[src/rtl/mole_scheduler.sv]
// Whack-a-mole game sequencer: alternates dark gaps and lit moles, scores hits,
// counts timeouts as misses and ends the game after MAX_MISS misses.
module mole_scheduler #(
    parameter int unsigned HOLD_TICKS = 800,
    parameter int unsigned GAP_TICKS  = 200,
    parameter int unsigned MAX_MISS   = 5
) (
    input  logic       clk,
    input  logic       rst,
    input  logic       tick,
    input  logic       start,
    input  logic [2:0] rnd3,
    input  logic [7:0] keys,
    output logic       rnd_req,
    output logic [7:0] mole,
    output logic [7:0] score,
    output logic [3:0] miss,
    output logic       game_over
);

    typedef enum logic [1:0] {StIdle, StGap, StShow, StOver} state_e;

    localparam logic [9:0] GapLim  = 10'(GAP_TICKS);
    localparam logic [9:0] HoldLim = 10'(HOLD_TICKS);
    localparam logic [3:0] MissLim = 4'(MAX_MISS);

    state_e     state_q, state_d;
    logic [9:0] cnt_q, cnt_d, cnt_inc;
    logic [2:0] hole_q, hole_d, last_q, last_d, pick;
    logic [7:0] score_d, mole_d;
    logic [3:0] miss_d, miss_inc;
    logic       rnd_req_d, game_over_d;

    always_comb begin
        state_d     = state_q;
        cnt_d       = cnt_q;
        hole_d      = hole_q;
        last_d      = last_q;
        score_d     = score;
        miss_d      = miss;
        rnd_req_d   = 1'b0;
        // Counter saturates rather than wrapping.
        cnt_inc     = (cnt_q == 10'h3ff) ? cnt_q : cnt_q + 10'd1;
        pick        = (rnd3 == last_q) ? rnd3 + 3'd1 : rnd3;
        miss_inc    = miss + 4'd1;

        unique case (state_q)
            StIdle, StOver: begin
                if (start) begin
                    state_d = StGap;
                    score_d = 8'd0;
                    miss_d  = 4'd0;
                    cnt_d   = 10'd0;
                    last_d  = 3'd0;
                end
            end
            StGap: begin
                if (tick) begin
                    if (cnt_inc == GapLim) begin
                        rnd_req_d = 1'b1;
                        hole_d    = pick;
                        last_d    = pick;
                        cnt_d     = 10'd0;
                        state_d   = StShow;
                    end else begin
                        cnt_d = cnt_inc;
                    end
                end
            end
            StShow: begin
                // A hit wins over a timeout landing in the same cycle.
                if (keys[hole_q]) begin
                    if (score != 8'hff) score_d = score + 8'd1;
                    cnt_d   = 10'd0;
                    state_d = StGap;
                end else if (tick) begin
                    if (cnt_inc == HoldLim) begin
                        miss_d  = miss_inc;
                        cnt_d   = 10'd0;
                        state_d = (miss_inc == MissLim) ? StOver : StGap;
                    end else begin
                        cnt_d = cnt_inc;
                    end
                end
            end
            default: ;
        endcase

        // Lamp lights one cycle after entering SHOW and drops with the exit edge.
        mole_d      = (state_q == StShow && state_d == StShow) ? (8'b1 << hole_q) : 8'd0;
        game_over_d = (state_d == StOver);
    end

    always_ff @(posedge clk or posedge rst) begin
        if (rst) begin
            state_q   <= StIdle;
            cnt_q     <= 10'd0;
            hole_q    <= 3'd0;
            last_q    <= 3'd0;
            score     <= 8'd0;
            miss      <= 4'd0;
            mole      <= 8'd0;
            rnd_req   <= 1'b0;
            game_over <= 1'b0;
        end else begin
            state_q   <= state_d;
            cnt_q     <= cnt_d;
            hole_q    <= hole_d;
            last_q    <= last_d;
            score     <= score_d;
            miss      <= miss_d;
            mole      <= mole_d;
            rnd_req   <= rnd_req_d;
            game_over <= game_over_d;
        end
    end

endmodule

[config.mk]
export PLATFORM = sky130hd
export DESIGN_NAME = mole_scheduler
export DESIGN_NICKNAME = d
export VERILOG_FILES = /design/src/rtl/mole_scheduler.sv
export SDC_FILE = /design/constraint.sdc
export NUM_CORES = 1
export LEC_CHECK = 0
export CAP_MARGIN = 10
export CORE_MARGIN = 5
export CORE_UTILIZATION = 40
export DETAILED_ROUTE_END_ITERATION = 10
export SYNTH_ARGS = -nofsm -noshare
export SYNTH_HDL_FRONTEND = slang
export SYNTH_SLANG_ARGS = --single-unit
export TNS_END_PERCENT = 5
[constraint.sdc]
create_clock -name clk -period 4.7 [get_ports clk]
set_clock_uncertainty 0.15 [all_clocks]
set_input_delay 0.705 -clock clk [delete_from_list [all_inputs] [get_ports clk]]
set_output_delay 0.705 -clock clk [all_outputs]
set_load 0.01 [all_outputs]
==> out/results.tsv <==
stage	metric	value	unit
yosys	synth_edf_count	0	
drt	wire_per_inst	15.1	µm
yosys	ys_top_cells_by_count	40 x dfrtp_1, 36 x nand2_1, 20 x o21ai_0, 18 x inv_1, 18 x nand3_1	
yosys	synth_cell_types	60	
yosys	synthArstFlopShare	1.00	
critical_path	critPathKind	input port to flip-flop	
clocking	htree_levels	2	
yosys	yosys_warnings	0	
cells_and_area	final_cells	410	
clocking	cts_sinks	40	
global_routing	antenna_found_initial	0	
yosys	ys_seq_area_frac	0.375	
power_and_ir_drop	power	1.10	mW
power_and_ir_drop	leakagePower	1.25	nW
floorplanning	rows	29	
yosys	ys_seq_elements	40	
cells_and_area	fillers	612	
critical_path	reg2reg_slack	1.56	ns
yosys	syn_inst	302	
placed_design	placed_cells	402	
clocking	cts.repair.resized	0	
global_routing	grt_pass1_wl	10700	µm
yosys	yosys-top-cells-area	dfrtp_1 37%, nand2_1 5.1%, o21ai_0 3.7%	
sta	worstMarginPinSlew	0.755	ns
drt	drt_wl_total	6200	µm
drt	postRouteAntennaNets	0	
drt	dr.pass1.iters	4	
cells_and_area	syn2layout_area_growth	17.6	%
cells_and_area	register_area	1000	µm²
critical_path	endpoint_kind	flip-flop	
power_and_ir_drop	pwr-share-comb	0.393	
cells_and_area	utilization	0.489	
yosys	synth.top_cell.area_share	0.375	
drt	vias_per_cell	5.63	
global_routing	grt_max_degree	23	
floorplanning	dieArea	8410	µm²
cells_and_area	final_nets	354	
floorplanning	num_io_pins	37	
floorplanning	die_width	91.7	µm
power_and_ir_drop	internal_power	0.652	mW
sta	timing.fmax	318	MHz
sta	finalHoldViolCount	0	
sta	finalSetupViolations	0	
yosys	synth_area_per_cell	8.84	µm²
cells_and_area	multi_input_area	1490	µm²
yosys	post-synth-top-count-cell	dfrtp_1	
clocking	clock_path_buffers	2	
cells_and_area	fin_area	3140	µm²
clocking	cts_tree	built	
cells_and_area	n_antenna_cell	0	
clocking	cts-root-buf	clkbuf_8	
cells_and_area	drive_above_1_share	0.0781	
yosys	synth_top_flop_cell	dfrtp_1	
global_routing	grt_usage	0.149	
placed_design	hpwl	4580	µm
critical_path	slowest_delay	0.87	ns
critical_path	cp_max_fo	18	
critical_path	cp_num_buf_inv	1	
placed_design	io_buffer_count	36	
yosys	syn_nets	324	
power_and_ir_drop	power.density	351	nW/µm²
placed_design	dpl_cell_area	3030	µm²
floorplanning	core_area	6420	µm²
min_path	hp-class	flip-flop to flip-flop	
power_and_ir_drop	switching_share	0.407	
run_status	outcome	complete, no violations	
placed_design	gp_congestion	0.803	
power_and_ir_drop	p_clk_frac	0.258	
sta	slew_viol_final	0	
clocking	cts_buffers	5	
sta	slew_headroom	0.495	
critical_path	crit_chain	clkdlybuf4s50_1 -> o221ai_2 -> a211oi_4 -> nor4_1 -> a211oi_2 -> nor3_1	
clocking	postCtsHoldBufs	0	
yosys	synth_area	2670	µm²
critical_path	required	4.69	ns
critical_path	start_kind	input port	
floorplanning	start_util	0.416	
sta	setup_tns	0	ns
floorplanning	die_height	91.7	µm
drt	drt_iter0_drc	130	
power_and_ir_drop	ir_drop	0.172	mV
sta	period_minus_slack	3.14	ns
flow_run	max_cap_violations	0	
yosys	yosys.area.top_type	dfrtp_1	
global_routing	first_global_vias	2246	
clocking	clock_latency	0.29	ns
critical_path	critPathSlowestCell	clkdlybuf4s50_1	
drt	num_vias	2310	
critical_path	critical_path_arrival	3.13	ns
critical_path	crit_family	compound AO/OA/AOI/OAI gates	
clocking	cts_setup_buffers	0	
power_and_ir_drop	switchingPower	0.448	mW
sta	rsz0062_at_grt	false	
sta	post-route-period-util	0.668	
drt	drc	0	
power_and_ir_drop	power.share.sequential	0.349	
clocking	clk_pin_slew	0.08	ns
global_routing	grt_overflow	0	
-- registers in the layout (all words and copies together), names as in the netlist --
name,flops
cnt_q,10
mole,8
score,8
miss,4
hole_q,3
last_q,3
state_q,2
game_over,1
rnd_req,1
-- cell families after synthesis --
group,share of synthesized area
AOI/OAI and AO/OA,0.210
xor gates and xnor gates,0.0328
adders and majority gates,0.0328
buffers and inverters,0.0665
DFF,0.375
muxes,0.0328
and+or+nand+nor,0.250
-- routing by layer --
layer	GRT usage	routed length, µm	share of wire	vias up
li1	-	-	-	1158
met1	0.192	2870	0.46	1082
met2	0.257	2970	0.48	64
met3	0.0303	319	0.051	6
met4	0.0384	44	0.0071	0
met5	0	0	0	-
-- worst paths after layout --
kind | endpoint | startpoint | cells after the start
min | mole[2] | state_q[0] | 1
max | mole[6] | tick | 6
max in group asynchronous | hole_q[1] | rst | 3
max reg2reg | mole[6] | cnt_q[0] | 8
min in group asynchronous | miss[3] | rst | 2
min reg2reg | mole[2] | state_q[0] | 1
-- placed cells by master (no fill, tap or decap), drive strengths merged, types with 3 or more instances in the layout --
master	Yosys	layout
inv	18	18
and3	7	7
nand4	4	4
nand3	18	18
mux2	3	3
a211oi	4	4
clkdlybuf4s50	0	36
nor3b	3	3
clkbuf	7	6
xnor2	5	5
o211ai	6	6
nor2	17	17
a21oi	12	12
xor2	5	5
nand2	36	36
o21ai	20	20
a31oi	11	11
nand2b	3	3
nor4b	4	4
nor2b	3	3
ha	7	7
a211o	3	3
and4	4	4
dfrtp	40	40
mux2i	5	5
nor3	14	14
a311oi	3	3
and2	4	4
-- power groups by stage --
stage / Sequential [mW] / Combinational [mW] / Clock [mW]
floorplan: 0.388 / 0.317 / 0
global placement: 0.391 / 0.423 / 0
detailed placement: 0.391 / 0.428 / 0
CTS: 0.384 / 0.430 / 0.291
global route: 0.388 / 0.482 / 0.306
finish: 0.384 / 0.432 / 0.284
-- metrics by stage --
stage	setup slack [ns]	hold slack (ns)
after floorplan	1.87	0.309
after global placement	1.32	0.355
after detailed placement	1.26	0.363
after CTS	1.57	0.378
after global routing	1.31	0.402
final	1.56	0.386
-- worst reg2reg max path, cell delays in order (launching register included) --
cell,delay [ns]
dfrtp_1,0.45
ha_1,0.32
nand3_1,0.21
a211oi_1,0.27
o211ai_1,0.22
a211oi_4,0.48
nor4_1,0.11
a211oi_2,0.63
nor3_1,0.16
-- area by class of cell --
class	instances	share of cell area
flip-flops and latches	40	0.319
repair buffers	38	0.120
clock buffers	6	0.0231
multi-input cells	229	0.475
well taps	77	0.0307
clock inverters	2	0.0112
inverters	18	0.0215
(Power assumes the default switching activity.)
